### config.mk
export PLATFORM = sky130hd
export DESIGN_NAME = exec_controller
export DESIGN_NICKNAME = d
export VERILOG_FILES = /design/src/rtl/mips_pkg.sv /design/src/rtl/rise_detect.sv /design/src/rtl/exec_controller.sv
export SDC_FILE = /design/constraint.sdc
export NUM_CORES = 1
export LEC_CHECK = 0
export CAP_MARGIN = 20
export CELL_PAD_IN_SITES_DETAIL_PLACEMENT = 0
export CELL_PAD_IN_SITES_GLOBAL_PLACEMENT = 1
export CORE_UTILIZATION = 31
export DETAILED_ROUTE_END_ITERATION = 12
export HOLD_SLACK_MARGIN = 0.06
export PLACE_DENSITY = 0.81
export SYNTH_ARGS = -nofsm -noshare
export SYNTH_HDL_FRONTEND = slang
export SYNTH_HIERARCHICAL = 1
export SYNTH_SLANG_ARGS = --single-unit
### constraint.sdc
create_clock -name clk -period 4.2 [get_ports clk]
set_clock_uncertainty 0.1 [all_clocks]
set_input_delay 0.84 -clock clk [delete_from_list [all_inputs] [get_ports clk]]
set_output_delay 0.84 -clock clk [all_outputs]
set_load 0.01 [all_outputs]
### src/rtl/mips_pkg.sv
// Shared encodings for the multicycle MIPS core and its execution controller.
package mips_pkg;

  typedef enum logic [1:0] {
    HALT  = 2'd0,
    RUN   = 2'd1,
    STEP  = 2'd2,
    BREAK = 2'd3
  } exec_mode_t;

  // control_unit fetch state; the instruction boundary seen by the controller
  localparam logic [3:0] FETCH_ST = 4'd0;

endpackage

### src/rtl/rise_detect.sv
// Registered rising-edge detector for an already-synchronous level input.
module rise_detect (
  input  logic clk,
  input  logic rst,
  input  logic din,
  output logic rise
);

  logic din_q;
  logic din_d;

  always_comb begin
    din_d = din;
  end

  always_ff @(posedge clk) begin
    if (rst) begin
      din_q <= 1'b0;
    end else begin
      din_q <= din_d;
    end
  end

  assign rise = din & ~din_q;

endmodule

### src/rtl/exec_controller.sv
// Run / single-step / PC-breakpoint gating of the core's per-cycle enable,
// plus enabled-cycle and instruction counters for the debug display.
//
// state | meaning
// HALT  | core frozen, waiting for run_sw or a step edge
// RUN   | free run until breakpoint or run_sw low at a fetch
// STEP  | run exactly one instruction, stop at the next fetch
// BREAK | stopped on bp_addr; step resumes one, run_sw low releases
module exec_controller #(
  parameter logic [3:0] FETCH_ST = mips_pkg::FETCH_ST,
  parameter int         CW       = 32
) (
  input  logic          clk,
  input  logic          rst,
  input  logic          run_sw,
  input  logic          step_btn,
  input  logic          bp_en,
  input  logic [31:0]   bp_addr,
  input  logic [3:0]    state,
  input  logic [31:0]   pc,
  output logic          cpu_en,
  output logic          halted,
  output logic [1:0]    mode,
  output logic [CW-1:0] cycle_count,
  output logic [CW-1:0] instr_count
);

  mips_pkg::exec_mode_t mode_q, mode_d;
  logic                 skip_bp_q, skip_bp_d;
  logic                 stepped_q, stepped_d;
  logic [CW-1:0]        cycle_count_q, cycle_count_d;
  logic [CW-1:0]        instr_count_q, instr_count_d;

  logic step_rise;
  logic at_fetch;
  logic bp_hit;

  rise_detect u_step_rise (
    .clk  (clk),
    .rst  (rst),
    .din  (step_btn),
    .rise (step_rise)
  );

  assign at_fetch = (state == FETCH_ST);
  assign bp_hit   = bp_en & at_fetch & (pc == bp_addr) & ~skip_bp_q;

  always_comb begin
    mode_d    = mode_q;
    skip_bp_d = skip_bp_q;
    stepped_d = stepped_q;
    cpu_en    = 1'b0;

    case (mode_q)
      mips_pkg::HALT: begin
        if (run_sw) begin
          mode_d    = mips_pkg::RUN;
          skip_bp_d = 1'b1;
        end else if (step_rise) begin
          mode_d    = mips_pkg::STEP;
          skip_bp_d = 1'b1;
          stepped_d = 1'b0;
        end
      end
      mips_pkg::RUN: begin
        // a low run_sw only stops at an instruction boundary
        cpu_en = ~bp_hit & ~(~run_sw & at_fetch);
        if (bp_hit) begin
          mode_d = mips_pkg::BREAK;
        end else if (~run_sw & at_fetch) begin
          mode_d = mips_pkg::HALT;
        end
      end
      mips_pkg::STEP: begin
        if (at_fetch & stepped_q) begin
          mode_d = mips_pkg::HALT;
        end else begin
          cpu_en    = 1'b1;
          stepped_d = 1'b1;
        end
      end
      mips_pkg::BREAK: begin
        if (step_rise) begin
          mode_d    = mips_pkg::STEP;
          skip_bp_d = 1'b1;
          stepped_d = 1'b0;
        end else if (~run_sw) begin
          mode_d = mips_pkg::HALT;
        end
      end
      default: mode_d = mips_pkg::HALT;
    endcase

    // the resumed fetch at the breakpoint PC consumes the skip
    if (cpu_en & at_fetch) begin
      skip_bp_d = 1'b0;
    end

    cycle_count_d = cycle_count_q + {{(CW-1){1'b0}}, cpu_en};
    instr_count_d = instr_count_q + {{(CW-1){1'b0}}, cpu_en & at_fetch};
  end

  always_ff @(posedge clk) begin
    if (rst) begin
      mode_q        <= mips_pkg::HALT;
      skip_bp_q     <= 1'b0;
      stepped_q     <= 1'b0;
      cycle_count_q <= '0;
      instr_count_q <= '0;
    end else begin
      mode_q        <= mode_d;
      skip_bp_q     <= skip_bp_d;
      stepped_q     <= stepped_d;
      cycle_count_q <= cycle_count_d;
      instr_count_q <= instr_count_d;
    end
  end

  assign mode        = mode_q;
  assign halted      = (mode_q == mips_pkg::HALT) | (mode_q == mips_pkg::BREAK);
  assign cycle_count = cycle_count_q;
  assign instr_count = instr_count_q;

endmodule

* Word level (Yosys, flattened, before mapping)
Index checks and enable logic that the tools add are counted.
Word-level totals: register bits 69, input port bits 73, output and inout bits 68, logic and storage cells 56
Cells by class: $add $sub $neg 2, equality and inequality tests 10, muxes and demuxes 17, bitwise logic cells 14, reductions and logical operators 7
Operator list (number):
- adder 32 x 1 -> 32 bit | 2
- == test 32 bit | 1
- 2-to-1 mux 2 bit | 7
- != test 3 bit (second input constant) | 3
- AND 1 bit | 8
- case mux 2 bit (4 select lines) | 1
- 2-to-1 mux 1 bit | 6
- != test 2 bit (second input constant) | 3
- inverter 1 bit | 5
- == test 2 bit (second input constant) | 2
- zero test 4 bit | 1
- case mux 1 bit (2 select lines) | 2
- AND reduction 4 bit | 1
- case mux 1 bit (3 select lines) | 1
- AND reduction 3 bit | 1
- nonzero test 3 bit | 1
- == test 2 x 1 -> 1 bit (second input constant) | 1
- zero test 2 bit | 1
- nonzero test 2 bit | 1
- OR reduction 2 bit | 1
- OR 1 bit | 1

* Longest topological paths before layout
Gate-level depths: netlist of the first run.
word-level depth 9, depth in mapped cells 14, gate-level depth less buffers 14

* Modules after synthesis
The synthesis of the first run kept the hierarchy.
Modules (own cells, without submodules):
- exec_controller | instances 1, cells an instance 391, area each 3388.2 µm², sequential area each 1361.3 µm²
- rise_detect | instances 1, cells an instance 3, area each 47.5 µm², sequential area each 20.0 µm²

* Worst setup path after synthesis of the first run
OpenSTA, ideal clock, no wires.
path kind input-to-reg, from in state[3], to reg instr_count_q[12], in the netlist instr_count[12], setup time 128 ps, arrival time 3554 ps, data required time 3972 ps, path slack 418 ps, stages 13, buffers on the path 0, path through or4_4 nor4_2 nand3_1 o31ai_2 a21oi_1 and2_1 ha_1 ha_1 and2_0 and3_1 nand3_1 xor2_1 nor2_1
Between the ends: longest elaborated chain between the ends 9, elaborated cells on any way between the ends 13, those cells by class 1 x add/sub; 2 x mux; 9 x bitwise; 1 x reduce/logical
Ends and longest elaborated chain:
- start: declaration | RTL line exec_controller.sv:19 | input logic [3:0] state,
- zero test 4 bit * | RTL line exec_controller.sv:45 | assign at_fetch = (state == FETCH_ST);
- AND 1 bit (3 in series) | RTL line exec_controller.sv:46 | assign bp_hit = bp_en & at_fetch & (pc == bp_addr) & ~skip_bp_q;
- inverter 1 bit | RTL line exec_controller.sv:67 | cpu_en = ~bp_hit & ~(~run_sw & at_fetch);
- AND 1 bit | RTL line exec_controller.sv:67
- case mux 1 bit (2 select lines) * | RTL line exec_controller.sv:54 | case (mode_q)
- named net cpu_en | RTL line exec_controller.sv:21 | output logic cpu_en,
- AND 1 bit * | RTL line exec_controller.sv:100 | instr_count_d = instr_count_q + {{(CW-1){1'b0}}, cpu_en & at_fetch};
- adder 32 x 1 -> 32 bit * | RTL line exec_controller.sv:100
- end signal: assignment | RTL line exec_controller.sv:115 | instr_count_q <= instr_count_d;
- end: declaration | RTL line exec_controller.sv:32 | logic [CW-1:0] instr_count_q, instr_count_d;
Mark *: on every way through the listed nets, which the timed path passes. The rest lies on a longest branch. A chain may end at the register's enable or synchronous reset.

* Final worst setup path of the first run
from in state[3], to out cpu_en
Between the ends: longest elaborated chain between the ends 7, elaborated cells on any way between the ends 11, those cells by class 2 x mux; 8 x bitwise; 1 x reduce/logical
Ends and longest elaborated chain (RTL line):
- zero test 4 bit * | exec_controller.sv:45
- AND 1 bit (3 in series) | exec_controller.sv:46
- inverter 1 bit | exec_controller.sv:67
- AND 1 bit | exec_controller.sv:67
- case mux 1 bit (2 select lines) * | exec_controller.sv:54
- end: declaration | exec_controller.sv:21
Mark *: on every way between the ends. The rest lies on a longest branch, timed or not.

==> impl_results.rst, run 1 <==
.. list-table::
   :header-rows: 1

   * - Metric
     - Value
   * - Layout cell share with drive strength beyond 1
     - 5.62%
   * - Worst setup timing slack at the placement stage
     - -0.0184 ns
   * - Clock transition at path regs
     - ~0.070 ns
   * - Worst Slack Setup Final
     - about 0.23 ns
   * - Count of antenna-violating nets left after detailed routing
     - 0
   * - Routed wire length
     - around 9.0 mm
   * - Cell at the root of the clock tree
     - clkbuf_8
   * - Total of warnings raised by yosys
     - 6
   * - Syn nets
     - between 400 and 500
   * - Biggest area contributors in the synthesized netlist
     - dfxtp_1, xor2_1, nor2_1, xnor2_1, nand3_1
   * - Post-DR wirelength/cell
     - about 13 µm
   * - Cell depth of the worst min-delay path
     - 2
   * - Worst endpoint data arrival time
     - just over 3 ns
   * - CTS tree
     - done
   * - RSZ-0062 raised after global routing
     - false
   * - Initial DRC Count
     - a little over 100
   * - Asr flop ratio synth
     - 0%
   * - Number of enable-type register cells in the synthesized netlist
     - 0
   * - Average via count per standard cell
     - 4.66
   * - Final hold vios
     - 0
   * - Growth of design area from synthesis to finish
     - 51.9%
   * - Cell taking the most area after synthesis
     - dfxtp_1
   * - PwrDens
     - between 200 and 300 nW/µm²
   * - First-pass GRT wire length
     - between 10 and 15 mm
   * - Type of the worst min-delay path
     - reg2reg
   * - I/O Buffers
     - 140
   * - Number of diodes added for antenna fixing
     - 0
   * - DRC errors left
     - 0
   * - Vias in the first global route
     - 3127
   * - Launching element type of the critical path
     - primary input
   * - Critical Path Sink Type
     - output pin
   * - Total CTS buffers
     - 9
   * - Number of setup violations in the final report
     - 0
   * - Slew at the pin with the worst max-slew slack
     - approximately 0.91 ns
   * - GRT Util Overall
     - ~17%
   * - Overall overflow remaining after global route
     - 0
   * - Flops & latches, synth
     - 69
   * - Slew HR
     - 39.6%
   * - Clock latency on the worst-skew pair
     - between 0.3 and 0.4 ns
   * - Sequential element share of the synthesized area
     - 40.2%
   * - Final instance count without filler cells
     - roughly 690
   * - Die outline area
     - about 12000 µm²
   * - Placed Cells incl. Taps
     - around 680
   * - Cell area after technology mapping
     - between 3000 and 4000 µm²
   * - Die Width
     - approximately 110 µm
   * - Largest net degree at the start of global routing
     - 50
   * - Y dimension of the die
     - around 110 µm
   * - Number of placement rows
     - 38
   * - Number of unique standard cell types used by synthesis
     - 39
   * - Top_reg_cell synth
     - dfxtp_1
   * - Dpl hpwl
     - a little over 7 mm
   * - Top-area cell type share of the netlist area
     - approximately two fifths
   * - Post-CTS resize count
     - 1
   * - Worst r2r path cells
     - 14
   * - Leakage power figure
     - ~1.9 nW
   * - Number of detailed-route iterations in the first pass
     - 4
   * - Boundary Pins
     - about 140
   * - Max_cap viols
     - 0
   * - CP Max Fanout
     - 3
   * - Core Footprint
     - ~11000 µm²
   * - IR drop worst, VDD
     - between 0.1 and 0.15 mV
   * - Buffer levels on the longest clock path
     - 2
   * - Max Slew Vio Count
     - 0
   * - Deepest level of the CTS H-tree
     - 3
   * - CP Data Required Time
     - 3.26 ns
   * - Core Util, Final
     - 48.1%
   * - Avg Synthesized Cell Area
     - between 8 and 9 µm²
   * - Class of the most critical setup path
     - in2out
   * - Routability-driven placement congestion ratio
     - approximately 0.8
   * - Number of antenna violations at the first check in global routing
     - 0
   * - Number of buffers inserted for hold repair after clock tree synthesis
     - 0
   * - Number of standard cells after synthesis
     - 394
   * - Highest clock frequency the design can meet
     - between 200 and 300 MHz
   * - Number of clock sinks
     - a little under 70
   * - Period utilization
     - about 95%
   * - Final Net Count
     - between 600 and 700
   * - Time the worst path needs with I/O delays and setup
     - about 4 ns
   * - Via total after detailed routing
     - 3223
   * - Status
     - complete, no violations
   * - Buffers inserted during post-CTS setup optimization
     - 0
   * - Starting density of the core
     - between 30% and 40%
-- critical path, stage by stage --
cell	delay (ns)
clkdlybuf4s50_1	0.41
or4_4	0.55
nor4_2	0.27
nand3_1	0.13
o31ai_2	0.27
a21oi_1	0.12
buf_4	0.15
dlygate4sd2_1	0.29
-- through the flow --
stage | setup TNS [ns] | area [µm²] | total power, mW | hold WS, ns
global route | 0 | 5220 | 1.60 | 0.428
global placement | 0 | 5060 | 1.07 | 0.385
finish | 0 | 5220 | 1.52 | 0.404
CTS | 0 | 5220 | 1.55 | 0.409
detailed placement | -0.0506 | 5060 | 1.08 | 0.394
floorplan | 0 | 3440 | 0.891 | 0.360
-- kinds of logic (layout without fill, tap and decap cells) --
group | after synthesis | in the layout | synth area share, %
xor gates and xnor gates | 87 | 87 | 22.2
buffers and inverters | 17 | 175 | 1.86
muxes | 1 | 1 | 0.291
AOI/OAI and AO/OA | 23 | 23 | 4.41
DFF | 69 | 69 | 40.2
and+or+nand+nor | 188 | 188 | 27.8
adders and majority gates | 9 | 9 | 3.28
-- Yosys cell counts (2+ instances only) --
cell,instances
xor2_1,70
nor4_1,11
nor3_1,4
nor2b_1,5
clkbuf_1,5
xnor2_1,17
nand2_1,21
a21oi_1,9
or3_1,5
nor2_1,71
buf_1,3
and4_1,7
ha_1,9
inv_1,9
nand4_1,14
nor2b_4,2
and2_1,5
nand3_1,28
o21ai_0,6
and3_1,6
dfxtp_1,69
-- report_power, final --
group / switching (mW) / total (mW) / leakage (nW) / internal (mW)
Combinational: 0.167 / 0.367 / 1.27 / 0.200
Clock: 0.237 / 0.463 / 0.0833 / 0.226
Sequential: 0.0196 / 0.695 / 0.557 / 0.675
Total: 0.424 / 1.52 / 1.91 / 1.10
-- cells in the final DEF, fill, tap and decap left out, types with 6 or more instances in the layout --
cell type | synthesis | routed
buf_4 | 0 | 11
clkbuf_8 | 0 | 10
nand3_1 | 28 | 28
nor4_1 | 11 | 11
and3_1 | 6 | 6
o21ai_0 | 6 | 6
clkdlybuf4s50_1 | 0 | 138
xor2_1 | 70 | 70
nand4_1 | 14 | 14
ha_1 | 9 | 9
inv_1 | 9 | 9
xnor2_1 | 17 | 17
nand2_1 | 21 | 21
and4_1 | 7 | 7
nor2_1 | 71 | 71
dfxtp_1 | 69 | 69
a21oi_1 | 9 | 9
-- metal layers --
| metal | vias up | GRT usage, % | share of wire, % |
|---|---|---|---|
| met5 | - | 0 | 0 |
| met4 | 0 | 7.24 | 2.2 |
| met3 | 18 | 4.66 | 4.0 |
| met2 | 70 | 27.6 | 49 |
| met1 | 1489 | 19.7 | 45 |
| li1 | 1646 | - | - |
-- worst paths after layout --
check / from / end / slack (ns)
worst max-delay path: state[3] / cpu_en / 0.23
worst max register to register: mode[0]$_SDFFE_PP0P_ / cycle_count[28]$_SDFF_PP0_ / 0.94
worst min register to register: skip_bp_q$_SDFFE_PP0P_ / skip_bp_q$_SDFFE_PP0P_ / 0.40
worst min-delay path: skip_bp_q$_SDFFE_PP0P_ / skip_bp_q$_SDFFE_PP0P_ / 0.40
-- flip-flops by register name (all words and copies together), names as in the netlist --
| signal | cells |
|---|---|
| instr_count | 32 |
| skip_bp_q | 1 |
| u_step_rise/din_q | 1 |
| cycle_count | 32 |
| stepped_q | 1 |
| mode | 2 |
-- cell type report --
class | instances | area (µm²)
Fill cell | 1056 | 5620
Clock buffer | 13 | 149
Multi-Input combinational cell | 308 | 1990
Tap cell | 140 | 175
Sequential cell | 69 | 1380
Timing Repair Buffer | 151 | 1480
Inverter | 9 | 33.8
Clock inverter | 2 | 10.0
(Power assumes the default switching activity.)
==> run 2: changes to the inputs <==
--- a/config.mk
+++ b/config.mk
@@ -11,7 +11,7 @@
 export CORE_UTILIZATION = 31
 export DETAILED_ROUTE_END_ITERATION = 12
 export HOLD_SLACK_MARGIN = 0.06
-export PLACE_DENSITY = 0.81
+export PLACE_DENSITY_LB_ADDON = 0.1
 export SYNTH_ARGS = -nofsm -noshare
 export SYNTH_HDL_FRONTEND = slang
 export SYNTH_HIERARCHICAL = 1
==> constraint.sdc (replaced) <==
create_clock -name clk -period 3.7 [get_ports clk]
set_clock_uncertainty 0.1 [all_clocks]
set_input_delay 0.74 -clock clk [delete_from_list [all_inputs] [get_ports clk]]
set_output_delay 0.74 -clock clk [all_outputs]
set_load 0.01 [all_outputs]
==> impl_results.rst, run 2 (synthesized netlist as in run 1, its figures left out) <==
.. list-table::
   :header-rows: 1

   * - Metric
     - Value
   * - Number of clock sinks
     - 69 (unchanged)
   * - Layout cell share with drive strength beyond 1
     - 9.43% (+3.8 points)
   * - Boundary Pins
     - 141 (unchanged)
   * - Launching element type of the critical path
     - primary input
   * - Deepest level of the CTS H-tree
     - 3 (unchanged)
   * - Post-DR wirelength/cell
     - 12.9 µm (-0.90%)
   * - I/O Buffers
     - 140 (unchanged)
   * - DRC errors left
     - 0 (unchanged)
   * - Total CTS buffers
     - 9 (unchanged)
   * - Slew HR
     - 50.6% (+11 points)
   * - Via total after detailed routing
     - 3256 (+1.0%)
   * - Period utilization
     - 98.0%
   * - Number of placement rows
     - 38 (unchanged)
   * - Worst hold margin
     - 0.399 ns (-0.00434 ns)
   * - Type of the worst min-delay path
     - reg2reg
   * - Routed wire length
     - 9.07 mm (+0.53%)
   * - GRT Util Overall
     - 16.0% (-0.53 points)
   * - Max Slew Vio Count
     - 0 (unchanged)
   * - Dpl hpwl
     - 7.05 mm (-0.18%)
   * - Termination of the worst setup path
     - cpu_en
   * - RSZ-0062 raised after global routing
     - false
   * - Number of antenna violations at the first check in global routing
     - 0 (unchanged)
   * - IR drop worst, VDD
     - 0.349 mV (+160%)
   * - Beginning of the critical path
     - state[3]
   * - Number of detailed-route iterations in the first pass
     - 4 (unchanged)
   * - Worst endpoint data arrival time
     - 2.79 ns (-0.24 ns)
   * - CTS tree
     - done
   * - Worst r2r path cells
     - 15 (+1)
   * - Average via count per standard cell
     - 4.64 (-0.42%)
   * - Y dimension of the die
     - 107 µm (unchanged)
   * - Aggregate negative setup slack
     - 0 ns (unchanged)
   * - Die Width
     - 107 µm (unchanged)
   * - Time the worst path needs with I/O delays and setup
     - ~3.6 ns
   * - Highest clock frequency the design can meet
     - around 280 MHz
   * - Placed Cells incl. Taps
     - 683 (+0.89%)
   * - First-pass GRT wire length
     - 14.5 mm (-2.3%)
   * - Post-place instance area
     - 5100 µm² (+0.89%)
   * - Die outline area
     - 11500 µm² (unchanged)
   * - Vias in the first global route
     - 3124 (-0.096%)
   * - Growth of design area from synthesis to finish
     - 56.6%
   * - Number of setup violations in the final report
     - 0 (unchanged)
   * - Number of diodes added for antenna fixing
     - 0 (unchanged)
   * - Worst Slack Setup Final
     - 0.0740 ns (-0.151 ns)
   * - Slack of the worst reg-to-reg path
     - 0.67 ns (-0.27 ns)
   * - Worst setup timing slack at the placement stage
     - -0.417 ns (-0.399 ns)
   * - Leakage power figure
     - 1.98 nW (+3.6%)
   * - Launching point of the worst reg2reg path
     - mode[1]$_SDFFE_PP0P_
   * - Buffer levels on the longest clock path
     - 2 (unchanged)
   * - Status
     - complete, no violations
   * - Cell at the root of the clock tree
     - clkbuf_8
   * - Final hold vios
     - 0 (unchanged)
   * - Count of antenna-violating nets left after detailed routing
     - 0 (unchanged)
   * - Starting density of the core
     - 31.7% (unchanged)
   * - Endpoint of the most critical register-to-register path
     - cycle_count[28]$_SDFF_PP0_
   * - Slew at the pin with the worst max-slew slack
     - 0.742 ns (-0.164 ns)
   * - Max_cap viols
     - 0 (unchanged)
   * - Area of all placed cells without fillers
     - 5380 µm² (+3.1%)
   * - CP Data Required Time
     - 2.86 ns (-0.40 ns)
   * - Clock transition at path regs
     - 0.07 ns (about the same)
   * - Critical Path Sink Type
     - output pin
   * - Core Footprint
     - 10800 µm² (unchanged)
   * - Final Net Count
     - 639 (+1.4%)
   * - Clock latency on the worst-skew pair
     - 0.34 ns (about the same)
   * - Most frequent cells in the layout
     - clkdlybuf4s50_1, nor2_1, xor2_1
   * - CP Max Fanout
     - 3 (unchanged)
   * - Initial DRC Count
     - 85 (-16%)
   * - Class of the most critical setup path
     - in2out
   * - Most frequent standard cell in the layout excluding fill and tap cells
     - clkdlybuf4s50_1
   * - Overall overflow remaining after global route
     - 0 (unchanged)
   * - Final instance count without filler cells
     - 702 (+1.4%)
   * - Largest net degree at the start of global routing
     - 39 (-22%)
   * - PwrDens
     - 341 nW/µm² (+17%)
   * - Routability-driven placement congestion ratio
     - 0.780 (-3.0%)
## run 2: cell types whose count changed in the layout (fill, tap and decap cells not counted), sizes merged
cell and change:
buf +10, bufinv +1, clkbuf -2, clkinvlp +1, dlygate4sd2 -1, inv +1
## run 2: area by class of cell
class                   count  area, µm²
fillers                  1068       5460
well taps                 140        175
repair buffers            160       1540
flip-flops and latches     69       1380
clock inverters             5       60.1
multi-input cells         308       2060
clock buffers              11        131
inverters                   9       33.8
## run 2: worst max-delay path: stages
cell             delay (ns)
clkdlybuf4s50_1        0.42
or4_4                  0.56
nor4_4                 0.29
nand3_2                0.13
o31ai_4                0.27
a21oi_2                0.09
buf_4                  0.14
buf_2                  0.14
## run 2: through the flow
stage          utilization (%)  power, mW
2_1_floorplan                -       1.01
3_3_place_gp              47.1       1.22
3_5_place_dp              47.1       1.23
4_1_cts                   49.1       1.86
5_1_grt                   49.6       1.94
6_report                  49.6       1.83
## run 2: per-layer routing
| metal | share of wire, % | track usage (%) | up-vias |
|---|---|---|---|
| met5 | 0 | 0 | - |
| met4 | 2.1 | 6.26 | 0 |
| met3 | 4.0 | 3.69 | 12 |
| met2 | 51 | 28.2 | 81 |
| met1 | 43 | 18.7 | 1496 |
| li1 | - | - | 1667 |
## run 2: worst min-delay path by stage
| stage | startpoint | endpoint | slack (ns) | cells after the start |
|---|---|---|---|---|
| floorplan | stepped_q$_SDFFE_PP0P_ | stepped_q$_SDFFE_PP0P_ | 0.36 | 2 |
| global placement | stepped_q$_SDFFE_PP0P_ | stepped_q$_SDFFE_PP0P_ | 0.38 | 2 |
| detailed placement | stepped_q$_SDFFE_PP0P_ | stepped_q$_SDFFE_PP0P_ | 0.39 | 2 |
| CTS | skip_bp_q$_SDFFE_PP0P_ | skip_bp_q$_SDFFE_PP0P_ | 0.40 | 2 |
| global route | stepped_q$_SDFFE_PP0P_ | stepped_q$_SDFFE_PP0P_ | 0.44 | 2 |
| finish | skip_bp_q$_SDFFE_PP0P_ | skip_bp_q$_SDFFE_PP0P_ | 0.40 | 2 |
## run 2: power by group
part | internal, mW | total (mW) | switching, mW
registers | 0.766 | 0.788 | 0.0220
clock network | 0.315 | 0.610 | 0.296
logic | 0.238 | 0.437 | 0.199
total | 1.32 | 1.83 | 0.516
## run 2: what timing repair did
action                     4_1_cts  5_1_grt
resized for setup                6       14
buffers inserted                 2        1
setup endpoints to repair       11       25
pin swaps                        4        6
hold buffers                     0        0
